<file path="src/rtl/mem_sdp_pkg.sv">
// Shared types and helpers for the simple-dual-port scratch memory (mem_sdp_pipe).
// Parity helper is used only when MEM_SDP_PARITY_EN is defined.
package mem_sdp_pkg;

  typedef enum logic [0:0] {
    ST_INIT  = 1'b0,
    ST_READY = 1'b1
  } sdp_state_e;

  localparam int RDW_OLD = 0;
  localparam int RDW_NEW = 1;

  // Widest data word the parity helper accepts; callers zero-extend.
  localparam int PAR_MAX_W = 64;

  function automatic logic parity_even(input logic [PAR_MAX_W-1:0] data);
    return ^data;
  endfunction

endpackage

</file>
<file path="src/rtl/mem_sdp_rd_pipe.sv">
// One read channel's RD_LAT-deep delay line of {valid, err, payload}; payload only
// advances with a valid beat so the last stage holds the most recent returned word.
module mem_sdp_rd_pipe #(
  parameter int PAY_W  = 8,
  parameter int RD_LAT = 1
) (
  input  logic             clock,
  input  logic             reset_n,
  input  logic             in_valid,
  input  logic             in_err,
  input  logic [PAY_W-1:0] in_pay,
  output logic             out_valid,
  output logic             out_err,
  output logic [PAY_W-1:0] out_pay
);

  logic [RD_LAT-1:0] valid_r;
  logic [RD_LAT-1:0] err_r;
  logic [PAY_W-1:0]  pay_r [RD_LAT];

  // Delay line: flags shift every cycle, payload moves only alongside a valid beat.
  always_ff @(posedge clock or negedge reset_n) begin
    if (!reset_n) begin
      valid_r <= '0;
      err_r   <= '0;
      for (int i = 0; i < RD_LAT; i++) begin
        pay_r[i] <= '0;
      end
    end else begin
      valid_r[0] <= in_valid;
      err_r[0]   <= in_valid & in_err;
      if (in_valid) begin
        pay_r[0] <= in_pay;
      end
      for (int i = 1; i < RD_LAT; i++) begin
        valid_r[i] <= valid_r[i-1];
        err_r[i]   <= err_r[i-1];
        if (valid_r[i-1]) begin
          pay_r[i] <= pay_r[i-1];
        end
      end
    end
  end

  assign out_valid = valid_r[RD_LAT-1];
  assign out_err   = err_r[RD_LAT-1];
  assign out_pay   = pay_r[RD_LAT-1];

endmodule

</file>
<file path="src/rtl/mem_sdp_pipe.sv">
// Simple-dual-port RAM: one write port, RD_PORTS pipelined read channels, zero-fill after reset.
// Optional MEM_SDP_PARITY_EN adds a stored even-parity bit per word and a perr output.
module mem_sdp_pipe
  import mem_sdp_pkg::*;
#(
  parameter int DATA_W    = 8,
  parameter int MEM_SIZE  = 6,
  parameter int ADDR_SIZE = $clog2(MEM_SIZE),
  parameter int RD_PORTS  = 2,
  parameter int RD_LAT    = 1,
  parameter int RDW_MODE  = 0
) (
  input  logic                          clock,
  input  logic                          reset_n,
  output logic                          init_busy,
  input  logic                          write,
  input  logic [ADDR_SIZE-1:0]          addr_w,
  input  logic [DATA_W-1:0]             datain,
  output logic                          werr,
  input  logic [RD_PORTS-1:0]           read,
  input  logic [RD_PORTS*ADDR_SIZE-1:0] addr_r,
  output logic [RD_PORTS*DATA_W-1:0]    dataout,
  output logic [RD_PORTS-1:0]           rvalid,
  output logic [RD_PORTS-1:0]           rerr
`ifdef MEM_SDP_PARITY_EN
  ,
  output logic [RD_PORTS-1:0]           perr
`endif
);

`ifdef MEM_SDP_PARITY_EN
  localparam int WORD_W = DATA_W + 1;
`else
  localparam int WORD_W = DATA_W;
`endif

  // One extra bit so a power-of-two MEM_SIZE still compares without wrapping.
  localparam logic [ADDR_SIZE:0]   MEM_LIMIT = MEM_SIZE[ADDR_SIZE:0];
  localparam logic [ADDR_SIZE-1:0] LAST_ADDR = ADDR_SIZE'(MEM_SIZE - 1);

  sdp_state_e           state_r;
  sdp_state_e           next_state_s;
  logic [ADDR_SIZE-1:0] fill_ptr_r;
  logic [ADDR_SIZE-1:0] next_ptr_s;
  logic                 init_busy_r;
  logic                 werr_r;
  logic                 next_werr_s;

  logic [WORD_W-1:0]    mem_r [MEM_SIZE];

  logic                 ready_s;
  logic                 fill_en_s;
  logic                 wr_oob_s;
  logic                 wr_ok_s;
  logic [WORD_W-1:0]    wr_word_s;

  assign ready_s   = (state_r == ST_READY);
  assign fill_en_s = (state_r == ST_INIT);
  assign wr_oob_s  = ({1'b0, addr_w} >= MEM_LIMIT);
  assign wr_ok_s   = write & ready_s & ~wr_oob_s;

`ifdef MEM_SDP_PARITY_EN
  assign wr_word_s = {parity_even(PAR_MAX_W'(datain)), datain};
`else
  assign wr_word_s = datain;
`endif

  // Sequencer next state: walk the fill pointer once, then stay READY until reset.
  always_comb begin
    next_state_s = state_r;
    next_ptr_s   = fill_ptr_r;
    case (state_r)
      ST_INIT: begin
        if (fill_ptr_r == LAST_ADDR) begin
          next_state_s = ST_READY;
        end else begin
          next_ptr_s = fill_ptr_r + ADDR_SIZE'(1'b1);
        end
      end
      ST_READY: begin
        next_state_s = ST_READY;
      end
      default: begin
        next_state_s = ST_INIT;
        next_ptr_s   = '0;
      end
    endcase
    next_werr_s = write & (fill_en_s | wr_oob_s);
  end

  // Sequencer and status registers.
  always_ff @(posedge clock or negedge reset_n) begin
    if (!reset_n) begin
      state_r     <= ST_INIT;
      fill_ptr_r  <= '0;
      init_busy_r <= 1'b1;
      werr_r      <= 1'b0;
    end else begin
      state_r     <= next_state_s;
      fill_ptr_r  <= next_ptr_s;
      init_busy_r <= (next_state_s == ST_INIT);
      werr_r      <= next_werr_s;
    end
  end

  // Storage: zero-fill while initialising, accepted user writes afterwards.
  always_ff @(posedge clock) begin
    if (fill_en_s) begin
      mem_r[fill_ptr_r] <= '0;
    end else if (wr_ok_s) begin
      mem_r[addr_w] <= wr_word_s;
    end
  end

  assign init_busy = init_busy_r;
  assign werr      = werr_r;

  for (genvar k = 0; k < RD_PORTS; k++) begin : g_rd
    logic [ADDR_SIZE-1:0] addr_s;
    logic                 oob_s;
    logic                 hit_s;
    logic [WORD_W-1:0]    word_s;
    logic [WORD_W-1:0]    pay_s;
    logic [WORD_W-1:0]    out_pay_s;

    assign addr_s = addr_r[k*ADDR_SIZE +: ADDR_SIZE];
    assign oob_s  = ({1'b0, addr_s} >= MEM_LIMIT);
    // Forward the incoming word only when configured for new-data and the addresses match.
    assign hit_s  = (RDW_MODE == RDW_NEW) && wr_ok_s && (addr_w == addr_s);
    assign word_s = hit_s ? wr_word_s : mem_r[addr_s];

`ifdef MEM_SDP_PARITY_EN
    assign pay_s = oob_s ? '0
                 : {word_s[DATA_W] ^ parity_even(PAR_MAX_W'(word_s[DATA_W-1:0])),
                    word_s[DATA_W-1:0]};
    assign perr[k] = out_pay_s[DATA_W];
`else
    assign pay_s = oob_s ? '0 : word_s;
`endif

    mem_sdp_rd_pipe #(
      .PAY_W  (WORD_W),
      .RD_LAT (RD_LAT)
    ) u_rd_pipe (
      .clock     (clock),
      .reset_n   (reset_n),
      .in_valid  (read[k] & ready_s),
      .in_err    (oob_s),
      .in_pay    (pay_s),
      .out_valid (rvalid[k]),
      .out_err   (rerr[k]),
      .out_pay   (out_pay_s)
    );

    assign dataout[k*DATA_W +: DATA_W] = out_pay_s[DATA_W-1:0];
  end

endmodule
</file>
<file path="config.mk">
export PLATFORM = sky130hd
export DESIGN_NAME = mem_sdp_pipe
export DESIGN_NICKNAME = d
export VERILOG_FILES = /design/src/rtl/mem_sdp_pkg.sv /design/src/rtl/mem_sdp_rd_pipe.sv /design/src/rtl/mem_sdp_pipe.sv
export SDC_FILE = /design/constraint.sdc
export NUM_CORES = 1
export LEC_CHECK = 0
export CAP_MARGIN = 25
export CORE_ASPECT_RATIO = 0.7
export CORE_MARGIN = 3
export CORE_UTILIZATION = 35
export CTS_CLUSTER_SIZE = 8
export DETAILED_ROUTE_END_ITERATION = 12
export PLACE_DENSITY = 0.64
export SYNTH_ARGS = -nofsm -noshare
export SYNTH_HDL_FRONTEND = slang
export SYNTH_SLANG_ARGS = --single-unit
</file>
<file path="constraint.sdc">
create_clock -name clock -period 1.95 [get_ports clock]
set_input_delay 0.195 -clock clock [delete_from_list [all_inputs] [get_ports clock]]
set_output_delay 0.195 -clock clock [all_outputs]
set_load 0.01 [all_outputs]
</file>
== Word-level counts from Yosys, hierarchy flattened ==
Memories as Yosys holds them, arrays and structs flattened.
Index checks and enable logic that the tools add are counted.
Word-level totals
  bits in registers: 26
  memories kept: 1
  input bits: 22
  output and inout port bits: 22
  bits in latches: 0
  memory bits (read-only): 0
  RAM bits: 48
Memory list
  mem_r: words 6, bits a word 8, read ports 2, clocked after Yosys merged registers in 0, write ports 1, RTL line mem_sdp_pipe.sv:49  | logic [WORD_W-1:0] mem_r [MEM_SIZE];
Cells by class
  bitwise operators: 12
  shift-type cells: 0
  multiplexer cells: 11
  order comparisons: 3
  equal/unequal tests: 1
  multiply operators: 0
  add/subtract/negate cells: 1
  reduce and logical (&&, ||, !) cells: 2
  divide/modulo/power cells: 0
Operator list (count)
  $mux 8: 3
  $ge 3x3->1 const B: 3
  $reduce_or 8->1: 1
  $and 1x1->1: 7
  $mux 1: 6
  $not 1->1: 4
  $add 3x1->3 const B: 1
  $eq 3x3->1 const B: 1
  $mux 3: 1
  $pmux 1 s2: 1
  $reduce_and 2->1: 1
  $or 1x1->1: 1

== Longest topological paths before layout ==
  depth after elaboration: 8
  mapped depth: 5

== Cells and area by module ==
Synthesis repeated with hierarchy kept, for this count alone.
Second synthesis, totals
  cell total of the unflattened synthesis: 237
  area total of the unflattened synthesis: 3515.9 um^2
By module, submodules not included
  mem_sdp_pipe: instances 1, sequential area each 1592.8 um^2, area each 2737.6 um^2, cells an instance 197
  mem_sdp_rd_pipe: instances 2, sequential area each 250.2 um^2, area each 389.1 um^2, cells an instance 20

== Worst setup path after synthesis ==
No wires, ideal clock.
  kind: reg-to-reg
  start: reg fill_ptr_r[2]
  end: mem mem_r[0][0] (netlist bit) (enable)
  period minus slack after synthesis: 1589 ps
  setup time: 375 ps
  arrival: 1214 ps
  setup slack: 361 ps
  path buffers: 0
  stages on the path, launching flop included: 3
  cells stage by stage: dfrtp_1 > a311o_1 > a21oi_1
Between the ends
  word-level cells in the longest chain between the ends: 1
Ends and longest elaborated chain
  start: declaration: RTL line mem_sdp_pipe.sv:43  | logic [ADDR_SIZE-1:0] fill_ptr_r;
  start signal: assignment: RTL line mem_sdp_pipe.sv:100  | fill_ptr_r <= next_ptr_s;
  $mux 3 (no line)
  end: declaration: RTL line mem_sdp_pipe.sv:49
Every way passes these cells.

== Final worst setup path ==
  start: reg state_r (netlist: ready_s)
  end: mem mem_r[3][4] (netlist bit) (enable)
Between the ends
  word-level cells in the longest chain between the ends: 7
  elaborated cells between the ends (all ways): 9
Ends and longest elaborated chain
  start: declaration: RTL line mem_sdp_pipe.sv:41  | sdp_state_e state_r;
  start signal: assignment: RTL line mem_sdp_pipe.sv:99  | state_r <= next_state_s;
  $and 1x1->1 (2 in a row): RTL line mem_sdp_pipe.sv:60  | assign wr_ok_s = write & ready_s & ~wr_oob_s;
  $mux 1: RTL line mem_sdp_pipe.sv:110  | end else if (wr_ok_s) begin
  $mux 1: RTL line mem_sdp_pipe.sv:108  | if (fill_en_s) begin
  $mux 1 (not written as such): RTL line mem_sdp_pipe.sv:111  | mem_r[addr_w] <= wr_word_s;
  $reduce_or 8->1 (no line)
  $mux 3 (no line) or $mux 1 (tied branches)
Several ways; a longest one is shown, not always the timed one.

==> reports/summary.md <==
The tool flagged a number of max-cap violations equal to 0. For this block, the initial DRC count from the detailed router was 137. The detailed placement HPWL was 5.91 mm; the worst max-slew margin expressed relative to the limit was 66.7%. The count of flip-flops with a built-in enable after synthesis is 48, and the initial core utilization is 36.7%. Among all stages on the critical path, the largest delay is contributed by sky130_fd_sc_hd__dfrtp_1. Setup slack on the critical path of the routed design comes to 340 ps. Dominant delay contributor by cell family on the critical path: flip-flops. The delay of the slowest critical-path stage is 540 ps. Using the TritonRoute via totals, the vias-per-cell ratio works out to 5.15. The tools report the total of hold buffers inserted after clock tree synthesis as 0. The first global-routing pass estimated 12.9 mm of wire. Power comes to 3950 uW. Leaving out fill and tap cells, the most frequent cells in the layout are sky130_fd_sc_hd__edfxtp_1 (48), sky130_fd_sc_hd__clkdlybuf4s50_1 (43), sky130_fd_sc_hd__mux2i_1 (32). The layer flagged by global routing as most heavily used is met2. The routed wire length came out at 8.34 mm. The shortest clock period the worst path allows after layout was 1610 ps.

The clock passes through at most 2 buffers. In this run the mean area of a mapped cell was 13.2 sq um. After clock tree synthesis, the clock-pin slew on the worst setup and hold paths is 60 ps. Buffers inserted during clock tree synthesis total 9.

The total overflow left after global routing is 0. For the pin with the worst max-slew slack, the measured transition is 498 ps. The worst clock skew on the final layout was 5.80 ps. The total number of placement rows was 29.

After layout, the worst path uses 82.6% of the clock period. For this design the total switching power over the nets is 879 uW. After the last flow step, the layout net total stands at 335. The worst setup path is launched from a flop. Net switching is 22.3% of the power.

For the count of TritonRoute iterations in the first routing pass, the log shows 4. The count of input and output buffers is 43. The logs give 621 MHz for the maximum clock frequency and 1650 ps for the arrival time of the worst setup path.

The capture point of the worst path was mem_r[3][4]$_DFFE_PP_. In this run, the combinational gates consume 10.7% of the power. Among all flip-flop cells after synthesis, the most frequent one is sky130_fd_sc_hd__edfxtp_1.

Across every metal layer, demand over resource in global routing totals 16.6%. TritonCTS built the clock tree. Global routing used 5.11% of the available met3 tracks.

The final route contains 2265 vias. Number of distinct library cell variants in the gate-level netlist after synthesis: 33. The critical path is of the flop to flop type. Total buffers and inverters traversed by the critical path: 1. Setup violations remaining at the end of the flow were counted as 0.

The tools report the max-slew violation total from the final report as 0. The ratio of total power to cell area is 914 mW/mm^2. Setup repair after global routing left no endpoint under its margin.

For the number of cells in the design after placement, the log shows 424. Most frequent standard cell in the layout excluding fill and tap cells: sky130_fd_sc_hd__edfxtp_1. The proportion of power drawn by the clock network came out at 44.6%. Measured along the x axis, the die boundary spans 124 microns. OpenSTA, run right after detailed placement, puts the worst setup slack at 74.6 ps.

For this run, global-route usage on met2 was measured as 24.7%. The path type of the worst min-delay path is input port to asynchronous set/reset pin. Along the worst path, the maximum fanout reaches 11.

Share of flip-flops with an asynchronous set or reset: 35.1%. The number of post-CTS setup repair buffers is 0. IR analysis of the VDD net gives a maximum drop of 0.000477 V. The internal power contribution was 3070 uW; the cell area after synthesis was 0.00340 sq mm. The tools report the pin count of the biggest net entering global routing as 33.

For this run, the number of Yosys warnings is 0. The placer congestion estimate was 0.946. Traced cell by cell, the critical path runs through and3b_1 -> o21ai_0 -> nor2_1 -> buf_4. The total die area is 0.0109 sq mm. For the I/O pin total, the log shows 44. The cell count after synthesis came out at 258.

The critical path startpoint was ready_s$_DFF_PN0_. For the number of fill cells in the layout, the log shows 822. The worst register-to-register path begins at ready_s$_DFF_PN0_.

The portion of synthesized cell area occupied by the leading cell type was 42.4%; the number of synthesized register bits was 74. The clock tree synthesis step divided the H-tree into 3 levels. The worst setup path is captured at a flop. The critical path data required time came out at 1990 ps.

0 antenna diodes ended up in the layout. The floorplan step set the die height to 88.4 microns. For this run, design rule violations remaining after detail routing come to 0.

Counting cells, the worst reg-to-reg path comes to 4. The total of cells resized after clock tree synthesis was 0. The worst-case register-to-register setup slack is 340 ps, and the number of sinks on the clock net is 74.

The endpoint identified for the worst register-to-register timing path is mem_r[3][4]$_DFFE_PP_. The final hold violation count is 0, and the count of placed standard cells in the final layout, fillers left out is 440. Global routing consumed, on the met1 layer, 23.2% of the routing resources. The synthesized netlist net count is 282. The area growth from synthesis to layout is 27.2%.

In the final layout, the share of cells above drive strength 1 is 10.4%. The share of the Yosys chip area taken by registers is 61.6%. The logs give 2333 for the via count of the first global-routing pass and 340 ps for the clock latency of the later-clocked register in the worst-skew pair. In this run the static leakage power is 0.00171 uW. The tree is rooted in a sky130_fd_sc_hd__clkbuf_16. Number of cells on the critical path: 4.

The remaining number of nets flagged by the antenna check after routing was 0; the average wire per standard cell was 18.9 microns. The flow ran to the end, and the final reports show no timing, DRC or antenna violations. Of the total power, registers draw 44.7%. In the post-synthesis netlist, the biggest area contributors are sky130_fd_sc_hd__edfxtp_1 (42%), sky130_fd_sc_hd__dfrtp_1 (18%), sky130_fd_sc_hd__mux2i_1 (9.4%).

The tightest hold path in the finished design has a slack of 252 ps. The biggest area contributor in the post-synthesis netlist is sky130_fd_sc_hd__edfxtp_1. The run gives 0 as the number of antenna violations at the first check in global routing. The summed negative setup slack over all endpoints came out at 0 ps.

The total area inside the core boundary comes to 0.00925 sq mm.
power groups by stage:
stage               combinational, uW  sequential [uW]  clock (uW)
finish                            422             1760        1760
global route                      462             1770        1850
CTS                               428             1760        1790
detailed placement                426             1790           0
global placement                  424             1790           0
floorplan                         194             1810           0
worst reg2reg max path, delay by kind of cell (launching register included):
family	cells	cell delay [ps]
AND/OR/NAND/NOR	2	400
buffers and inverters	1	210
AO/OA/AOI/OAI	1	160
flip-flops	1	540
sequential cells by signal (all words and copies together), names as in the netlist:
name	cells
ready_s	1
werr	1
fill_ptr_r	3
g_rd.u_rd_pipe.out_pay	16
g_rd.u_rd_pipe.out_err	2
g_rd.u_rd_pipe.out_valid	2
init_busy	1
mem_r	48
kinds of logic after synthesis:
group	count (synthesis)	synth area share [%]
xor+xnor	2	0.516
compound gates	59	13.3
buf+inv	22	4.27
flops	74	61.6
simple gates	67	10.2
fa+ha+maj	2	0.737
mux	32	9.43
area by class of cell:
| class | count | area (sq um) | area share, % |
|---|---|---|---|
| multi-input cells | 162 | 1160 | 26.8 |
| repair buffers | 59 | 576 | 13.3 |
| clock inverters | 6 | 90.1 | 2.09 |
| well taps | 124 | 155 | 3.59 |
| inverters | 5 | 18.8 | 0.434 |
| clock buffers | 10 | 229 | 5.30 |
| flip-flops and latches | 74 | 2090 | 48.5 |
metal layers:
metal | up-vias | routed length [microns]
met5 | - | 0
met4 | 0 | 102
met3 | 11 | 628
met2 | 84 | 3590
met1 | 1096 | 4010
li1 | 1074 | -
Yosys cell counts (2+ instances only):
master,n
sky130_fd_sc_hd__a211oi_1,16
sky130_fd_sc_hd__a21oi_1,4
sky130_fd_sc_hd__dfrtp_1,25
sky130_fd_sc_hd__a21boi_0,2
sky130_fd_sc_hd__buf_1,2
sky130_fd_sc_hd__a31oi_1,2
sky130_fd_sc_hd__and2_1,8
sky130_fd_sc_hd__buf_6,2
sky130_fd_sc_hd__o31ai_1,16
sky130_fd_sc_hd__nand2_1,22
sky130_fd_sc_hd__nand2b_1,4
sky130_fd_sc_hd__ha_1,2
sky130_fd_sc_hd__inv_1,5
sky130_fd_sc_hd__buf_2,4
sky130_fd_sc_hd__edfxtp_1,48
sky130_fd_sc_hd__buf_4,7
sky130_fd_sc_hd__nor2b_1,18
sky130_fd_sc_hd__a22o_1,16
sky130_fd_sc_hd__mux2i_1,32
sky130_fd_sc_hd__nor2_1,10
worst min path at each step:
stage | from | endpoint | slack (ps)
6_report | reset_n | ready_s$_DFF_PN0_ | 250
2_1_floorplan | reset_n | fill_ptr_r[0]$_DFFE_PN0P_ | -100
4_1_cts | reset_n | g_rd[1].u_rd_pipe.out_err$_DFF_PN0_ | 260
5_1_grt | reset_n | ready_s$_DFF_PN0_ | 280
3_3_place_gp | g_rd[1].u_rd_pipe.out_pay[3]$_DFFE_PN0P_ | g_rd[1].u_rd_pipe.out_pay[3]$_DFFE_PN0P_ | 460
3_5_place_dp | g_rd[1].u_rd_pipe.out_pay[1]$_DFFE_PN0P_ | g_rd[1].u_rd_pipe.out_pay[1]$_DFFE_PN0P_ | 480
through the flow:
step,utilization (%),cell area (sq um)
2_1_floorplan,-,3400
3_3_place_gp,43.2,4000
3_5_place_dp,43.2,4000
4_1_cts,46.7,4320
5_1_grt,46.7,4320
6_report,46.7,4320
Note: power is estimated with default switching activity, not from simulation.
